$ cat config.mk
export PLATFORM = sky130hd
export DESIGN_NAME = instruction_fetch_flat
export DESIGN_NICKNAME = d
export VERILOG_FILES = /design/src/rtl/instruction_fetch_if.sv /design/src/rtl/instruction_fetch.sv /design/src/flat_wrapper.sv
export SDC_FILE = /design/constraint.sdc
export NUM_CORES = 1
export LEC_CHECK = 0
export CORE_MARGIN = 2
export CORE_UTILIZATION = 35
export CTS_BUF_LIST = sky130_fd_sc_hd__clkbuf_8
export CTS_CLUSTER_SIZE = 8
export DETAILED_ROUTE_END_ITERATION = 12
export PLACE_DENSITY = 0.79
export SETUP_SLACK_MARGIN = 0.1
export SKIP_LAST_GASP = 1
export SLEW_MARGIN = 20
export SYNTH_ARGS = -nofsm -noshare
export SYNTH_HDL_FRONTEND = slang
export SYNTH_SLANG_ARGS = --single-unit
export TNS_END_PERCENT = 50
$ cat constraint.sdc
create_clock -name clk -period 6.5 [get_ports clk]
set_input_delay 0.65 -clock clk [delete_from_list [all_inputs] [get_ports clk]]
set_output_delay 0.65 -clock clk [all_outputs]
set_load 0.01 [all_outputs]
$ cat src/rtl/instruction_fetch_if.sv
// rtl/instruction_fetch_if.sv - fetch-stage bundle: PC link, imem request/response, decode handoff
//
// Ports (signals):
//   pc_out, pc_next_in         : PC to / next PC from PC_adder
//   imem_req_valid/ready, imem_addr, imem_rsp_valid, imem_rsp_data : instruction memory
//   instr_valid, decode_ready, instr_out, instr_pc : decode handoff
//   fetch_count, instr_misaligned : status
// master: fetch stage side; slave: surrounding core / memory / decode side.
interface instruction_fetch_if;
   logic [31:0] pc_out;
   logic [31:0] pc_next_in;
   logic        imem_req_valid;
   logic        imem_req_ready;
   logic [31:0] imem_addr;
   logic        imem_rsp_valid;
   logic [31:0] imem_rsp_data;
   logic        instr_valid;
   logic        decode_ready;
   logic [31:0] instr_out;
   logic [31:0] instr_pc;
   logic [31:0] fetch_count;
   logic        instr_misaligned;

   modport master (
      output pc_out, imem_req_valid, imem_addr, instr_valid, instr_out, instr_pc,
             fetch_count, instr_misaligned,
      input  pc_next_in, imem_req_ready, imem_rsp_valid, imem_rsp_data, decode_ready
   );

   modport slave (
      input  pc_out, imem_req_valid, imem_addr, instr_valid, instr_out, instr_pc,
             fetch_count, instr_misaligned,
      output pc_next_in, imem_req_ready, imem_rsp_valid, imem_rsp_data, decode_ready
   );
endinterface

$ cat src/rtl/instruction_fetch.sv
// rtl/instruction_fetch.sv - SEQ core fetch stage: PC register, imem read, decode handoff
//
// Ports:
//   clk   : single rising-edge clock
//   reset : synchronous, active-high
//   bus   : instruction_fetch_if.master (PC link, imem channel, decode handoff, status)
// Parameters: RESET_PC (PC after reset), NOP_INSTR (instr_out while nothing is held).
// Optional feature macro: FETCH_MISALIGN_CHECK_EN (misaligned-PC trap to a sticky FAULT state).
module instruction_fetch #(
   parameter logic [31:0] RESET_PC  = 32'h0000_0000,
   parameter logic [31:0] NOP_INSTR = 32'h0000_0013
) (
   input  logic                  clk,
   input  logic                  reset,
   instruction_fetch_if.master   bus
);

`ifdef FETCH_MISALIGN_CHECK_EN
   typedef enum logic [2:0] {IDLE, REQ, WAIT, HOLD, FAULT} state_t;
`else
   typedef enum logic [1:0] {IDLE, REQ, WAIT, HOLD} state_t;
`endif

   state_t      state;
   state_t      state_next;
   logic [31:0] pc_q;
   logic [31:0] instr_q;
   logic [31:0] instr_pc_q;
   logic [31:0] count_q;

   // Every entry into REQ goes through here so the alignment check sees the
   // PC that the request would actually use (pc_next_in on a handshake).
`ifdef FETCH_MISALIGN_CHECK_EN
   logic [31:0] req_pc;
   state_t      req_entry;
   assign req_pc    = (state == HOLD) ? bus.pc_next_in : pc_q;
   assign req_entry = (req_pc[1:0] != 2'b00) ? FAULT : REQ;
`else
   state_t      req_entry;
   assign req_entry = REQ;
`endif

   // State register
   always_ff @(posedge clk) begin
      if (reset) state <= IDLE;
      else       state <= state_next;
   end

   // Next-state logic; FAULT (when present) falls into default and is left only by reset.
   always_comb begin
      state_next = state;
      case (state)
         IDLE:    state_next = req_entry;
         REQ:     if (bus.imem_req_ready) state_next = WAIT;
         WAIT:    if (bus.imem_rsp_valid) state_next = HOLD;
         HOLD:    if (bus.decode_ready)   state_next = req_entry;
         default: state_next = state;
      endcase
   end

   // Moore outputs decoded from the state register
   always_comb begin
      bus.imem_req_valid   = (state == REQ);
      bus.instr_valid      = (state == HOLD);
`ifdef FETCH_MISALIGN_CHECK_EN
      bus.instr_misaligned = (state == FAULT);
`else
      bus.instr_misaligned = 1'b0;
`endif
   end

   // Datapath: PC and count move only on a decode handshake, so PC_adder
   // sees a stable PC for the whole life of an instruction.
   always_ff @(posedge clk) begin
      if (reset) begin
         pc_q       <= RESET_PC;
         instr_q    <= NOP_INSTR;
         instr_pc_q <= 32'h0;
         count_q    <= 32'h0;
      end else begin
         case (state)
            WAIT: if (bus.imem_rsp_valid) begin
               instr_q    <= bus.imem_rsp_data;
               instr_pc_q <= pc_q;
            end
            HOLD: if (bus.decode_ready) begin
               pc_q    <= bus.pc_next_in;
               count_q <= count_q + 32'd1;
               instr_q <= NOP_INSTR;
            end
            default: ;
         endcase
      end
   end

   assign bus.pc_out      = pc_q;
   assign bus.instr_out   = instr_q;
   assign bus.instr_pc    = instr_pc_q;
   assign bus.fetch_count = count_q;
`ifdef FETCH_MISALIGN_CHECK_EN
   assign bus.imem_addr   = pc_q;
`else
   // Memory only ever sees word addresses; the raw PC is kept architecturally.
   assign bus.imem_addr   = {pc_q[31:2], 2'b00};
`endif

endmodule

$ cat src/flat_wrapper.sv
// flat-port wrapper written by rule: the top's interface ports become plain ports
module instruction_fetch_flat 
#(
   parameter logic [31:0] RESET_PC  = 32'h0000_0000,
   parameter logic [31:0] NOP_INSTR = 32'h0000_0013
)
  (clk, reset, bus_pc_out, bus_imem_req_valid, bus_imem_addr, bus_instr_valid, bus_instr_out, bus_instr_pc, bus_fetch_count, bus_instr_misaligned, bus_pc_next_in, bus_imem_req_ready, bus_imem_rsp_valid, bus_imem_rsp_data, bus_decode_ready);
  instruction_fetch_if bus_i ();
  input  logic clk;
  input  logic reset;
  output wire logic [$bits(bus_i.pc_out)-1:0] bus_pc_out;
  output wire logic [$bits(bus_i.imem_req_valid)-1:0] bus_imem_req_valid;
  output wire logic [$bits(bus_i.imem_addr)-1:0] bus_imem_addr;
  output wire logic [$bits(bus_i.instr_valid)-1:0] bus_instr_valid;
  output wire logic [$bits(bus_i.instr_out)-1:0] bus_instr_out;
  output wire logic [$bits(bus_i.instr_pc)-1:0] bus_instr_pc;
  output wire logic [$bits(bus_i.fetch_count)-1:0] bus_fetch_count;
  output wire logic [$bits(bus_i.instr_misaligned)-1:0] bus_instr_misaligned;
  input wire logic [$bits(bus_i.pc_next_in)-1:0] bus_pc_next_in;
  input wire logic [$bits(bus_i.imem_req_ready)-1:0] bus_imem_req_ready;
  input wire logic [$bits(bus_i.imem_rsp_valid)-1:0] bus_imem_rsp_valid;
  input wire logic [$bits(bus_i.imem_rsp_data)-1:0] bus_imem_rsp_data;
  input wire logic [$bits(bus_i.decode_ready)-1:0] bus_decode_ready;
  assign bus_pc_out = bus_i.pc_out;
  assign bus_imem_req_valid = bus_i.imem_req_valid;
  assign bus_imem_addr = bus_i.imem_addr;
  assign bus_instr_valid = bus_i.instr_valid;
  assign bus_instr_out = bus_i.instr_out;
  assign bus_instr_pc = bus_i.instr_pc;
  assign bus_fetch_count = bus_i.fetch_count;
  assign bus_instr_misaligned = bus_i.instr_misaligned;
  assign bus_i.pc_next_in = bus_pc_next_in;
  assign bus_i.imem_req_ready = bus_imem_req_ready;
  assign bus_i.imem_rsp_valid = bus_imem_rsp_valid;
  assign bus_i.imem_rsp_data = bus_imem_rsp_data;
  assign bus_i.decode_ready = bus_decode_ready;
  instruction_fetch #(.RESET_PC(RESET_PC), .NOP_INSTR(NOP_INSTR)) u_core (.clk(clk), .reset(reset), .bus(bus_i));
endmodule
==> summary by stage <==
Pwr
The sequential fraction of design power is 46.4%. The switching portion of total power is 29.0%. The clock network accounts for 32.6% of the total power. The internal power consumption is 0.00134 W. After layout, the design draws a total of 0.00189 W. The power per unit of standard cell area is 243 nW/µm². The net load switching power is 0.000547 W. The static leakage power is 2.49 nW. Combinational logic burns 20.9% of the power. VDD sags by at most 0.000144 V.

STA
The tightest slew margin relative to the limit is 41.8%. Setup repair after global routing left no endpoint under its margin. The sum of negative setup slack is 0 ns. The portion of the clock cycle consumed by the worst path in the final layout is 40.4%. The final worst clock skew is 0.00779 ns. The slew of the pin with the lowest slew margin is 0.871 ns.

The maximum clock rate is 381 MHz. The time the worst path needs with I/O delays and setup is 2.63 ns. The number of endpoints with negative hold slack in the final report is 0.

The final setup violation count is 0. The number of slew-limit violations in the final report was 0.

Critical path
The cell occurring most often along the worst timing path is sky130_fd_sc_hd__or4_1. At the worst endpoint, the arrival time is 2.97 ns. The number of buffer and inverter instances along the worst setup path is 0. The worst setup path is launched from a register.

Grouping stages by cell kind, the critical path spends the most delay in simple AND/OR/NAND/NOR gates. The worst setup path is captured at a register. The critical path goes through ha_1, nand4_1, or4_1, or4_1, a21oi_1. The critical setup path kind is register to register.

The maximum fanout count along the critical path is 19. The critical-path cell with the highest stage delay is sky130_fd_sc_hd__or4_1. The critical path required time is 6.84 ns.

The maximum cell stage delay along the critical path is 0.74 ns.

Yosys
The synthesized netlist contains 37 unique library cells. The synthesized design contains 130 register bits. The synthesis warning total is 0. After synthesis, flip-flops and latches occupy 49.4% of the total area. Synthesis produced a netlist whose cell count is 655. Counting instances in the post-synthesis netlist gives the leading cell types as sky130_fd_sc_hd__nand2_1, sky130_fd_sc_hd__dfxtp_1, sky130_fd_sc_hd__a21oi_1. In this run the cell area of the synthesized design comes to 5270 µm². After synthesis, the largest area contributor takes up 49.4% of total cell area. The most used standard cell by instance count after synthesis is sky130_fd_sc_hd__nand2_1. The synthesized design contains 0 enable-type register cells. In the post-synthesis netlist, the biggest area contributors are sky130_fd_sc_hd__dfxtp_1, sky130_fd_sc_hd__nand2_1, sky130_fd_sc_hd__a21oi_1. The library cell with the largest summed area after synthesis is sky130_fd_sc_hd__dfxtp_1.

For this run, the leading register cell type out of synthesis is sky130_fd_sc_hd__dfxtp_1. The post-synthesis async set-or-reset flop share is 0%. In this run the mean area of a mapped cell was 8.04 µm².

Place
The placed instance area is 7400 µm². The number of buffer cells added on primary ports is 228. Routability-driven placement finished with a final weighted congestion of 0.788. The HPWL reported at the end of detailed placement is 10200 µm. The cell count after placement is 994.

Final layout
The post-route cell area is 7760 µm². The fill cell instance count of the final layout is 1375. The sequential cells in the finished layout cover a total of 2600 µm². For this run, the post-layout net count is 902. Leaving out filler cells and counting taps, the final layout contains 1025.

The post-route netlist has 4.99% of its cells at a drive strength greater than 1. The count of inserted antenna diode cells is 0. The area occupied by multi-input gates is 2210 µm². The synthesis-to-layout area growth is 47.3%.

Global route
The number of antenna violations at the first check in global routing is 0. The most heavily used metal layer in global routing is met2. In the global route stage, met1 resource usage came out at 22.4%. The via count of the first global-routing pass is 4683.

The pin count of the biggest net entering global routing is 68. Global routing finished with a remaining overflow of 0. For this run, global-route usage on met2 was measured as 29.9%. For this run, global-route usage on met3 was measured as 5.69%. The overall track demand over capacity in global routing is 18.1%. The first global-routing pass estimated 23700 µm of wire.

Routing
For this run, design rule violations remaining after detail routing come to 0. The number of iterations in the first detailed-routing pass is 4. Dividing the detail-routed wire length by the instance count gives 14.6 µm. Dividing the detail-routed via count by the number of cells gives 4.99. The number of nets with antenna violations after routing is 0.

The sum of routed wire length over all layers is 15000 µm. The detailed router placed 5112 vias in this run. The number of design-rule violations left by the first detailed-router iteration is 311.

Clock network
TritonCTS built the clock tree. The hold-fix buffer count after cts is 0. The cell chosen for the clock root is sky130_fd_sc_hd__clkbuf_8. The clock sink count is 130. The number of gates resized after cts is 0. After clock tree synthesis, the setup repair step added 0 buffers.

Clock latency on the worst-skew pair, taken at its later pin, is 0.41 ns. The H-tree generated during clock tree synthesis spans 4 levels. The CTS clock-pin slew for the worst setup and hold paths is 0.07 ns. The number of buffers on the longest clock path is 2. The number of buffers created by CTS is 17.

Floorplanning
The die span in y is 127 µm. The number of placed I/O pins is 232. After floorplanning, the core was divided into 44 placement rows. The floorplan die width is 127 µm. The initial utilization of the core area, before any placement, comes to 36.0%. The core outline area is 14600 µm². The die covers 16100 µm².

Worst hold path
The worst hold-check path type is register to register.

Flow run
The reported max-cap violation count is 0.

Outcome
The run finished with clean final reports.
-- logic make-up after synthesis --
kind of cell	after synthesis	share of synthesized area, %
fa+ha+maj	4	0.950
compound gates	145	14.8
flops	130	49.4
buf+inv	91	8.88
other cells	1	0.0712
xor+xnor	9	1.50
simple gates	275	24.4
-- worst reg2reg max path, cell delays in order (launching register included) --
cell                      delay [ns]
sky130_fd_sc_hd__dfxtp_1        0.38
sky130_fd_sc_hd__ha_1           0.46
sky130_fd_sc_hd__nand4_1        0.24
sky130_fd_sc_hd__or4_1          0.74
sky130_fd_sc_hd__or4_1          0.60
sky130_fd_sc_hd__a21oi_1        0.14
-- through the flow --
step | utilization (%) | hold WS [ns] | setup WS (ns)
finish | 53.0 | 0.450 | 3.87
global route | 53.0 | 0.469 | 3.62
CTS | 52.9 | 0.455 | 3.56
detailed placement | 50.5 | 0.445 | 3.57
global placement | 50.5 | 0.438 | 3.60
floorplan | - | 0.476 | 4.37
-- routing by layer --
metal  routed length (µm)  part of all wire, %
met5                    0                    0
met4                  269                  1.8
met3                 1040                  7.0
met2                 7280                   49
met1                 6380                   43
-- power groups by stage --
| stage | clock (W) | sequential (W) | combinational [W] |
|---|---|---|---|
| global placement | 0 | 0.000892 | 0.000393 |
| floorplan | 0 | 0.000907 | 0.000193 |
| CTS | 0.000635 | 0.000876 | 0.000398 |
| finish | 0.000616 | 0.000876 | 0.000395 |
| detailed placement | 0 | 0.000894 | 0.000396 |
| global route | 0.000670 | 0.000882 | 0.000433 |
-- cells in the final DEF (no fill, tap or decap), types with 2 or more instances in the layout --
cell                                n
sky130_fd_sc_hd__a21oi_1          115
sky130_fd_sc_hd__a31oi_1            2
sky130_fd_sc_hd__buf_4              6
sky130_fd_sc_hd__clkbuf_8          19
sky130_fd_sc_hd__clkdlybuf4s50_1  227
sky130_fd_sc_hd__clkinv_2           5
sky130_fd_sc_hd__clkinvlp_4         3
sky130_fd_sc_hd__conb_1             3
sky130_fd_sc_hd__dfxtp_1          130
sky130_fd_sc_hd__ha_1               3
sky130_fd_sc_hd__inv_1             13
sky130_fd_sc_hd__nand2_1          168
sky130_fd_sc_hd__nand2b_1           3
sky130_fd_sc_hd__nand3_1            8
sky130_fd_sc_hd__nand4_1           38
sky130_fd_sc_hd__nor2_1            10
sky130_fd_sc_hd__nor2b_1            3
sky130_fd_sc_hd__nor3_1             7
sky130_fd_sc_hd__nor4_1             2
sky130_fd_sc_hd__o21ai_0           10
sky130_fd_sc_hd__o21bai_1           3
sky130_fd_sc_hd__o31ai_1           11
sky130_fd_sc_hd__or3_1             11
sky130_fd_sc_hd__or4_1             15
sky130_fd_sc_hd__xnor2_1            7
sky130_fd_sc_hd__xor2_1             2
-- worst paths after layout --
| kind | depth (start not counted) | endpoint | slack (ns) | from |
|---|---|---|---|---|
| worst max register to register | 5 | u_core.bus.fetch_count[24] | 3.87 | u_core.state[1] |
| worst max-delay path | 5 | u_core.bus.fetch_count[24] | 3.87 | u_core.state[1] |
| worst min-delay path | 2 | u_core.bus.instr_out[7] | 0.45 | u_core.bus.instr_out[7] |
| worst min register to register | 2 | u_core.bus.instr_out[7] | 0.45 | u_core.bus.instr_out[7] |
-- flip-flops by register name, indices dropped and copies added, names as in the netlist --
register                flops
u_core.bus.pc_out          32
u_core.bus.instr_pc        32
u_core.bus.instr_out       32
u_core.state                2
u_core.bus.fetch_count     32
-- cell type report --
type | count | area share [%]
timing repair buffer | 233 | 29.9
inverter | 11 | 0.532
clock buffer | 19 | 3.37
sequential | 130 | 33.5
tap | 184 | 2.97
clock inverter | 12 | 1.21
multi-input combinational | 436 | 28.5
(Power assumes the default switching activity.)
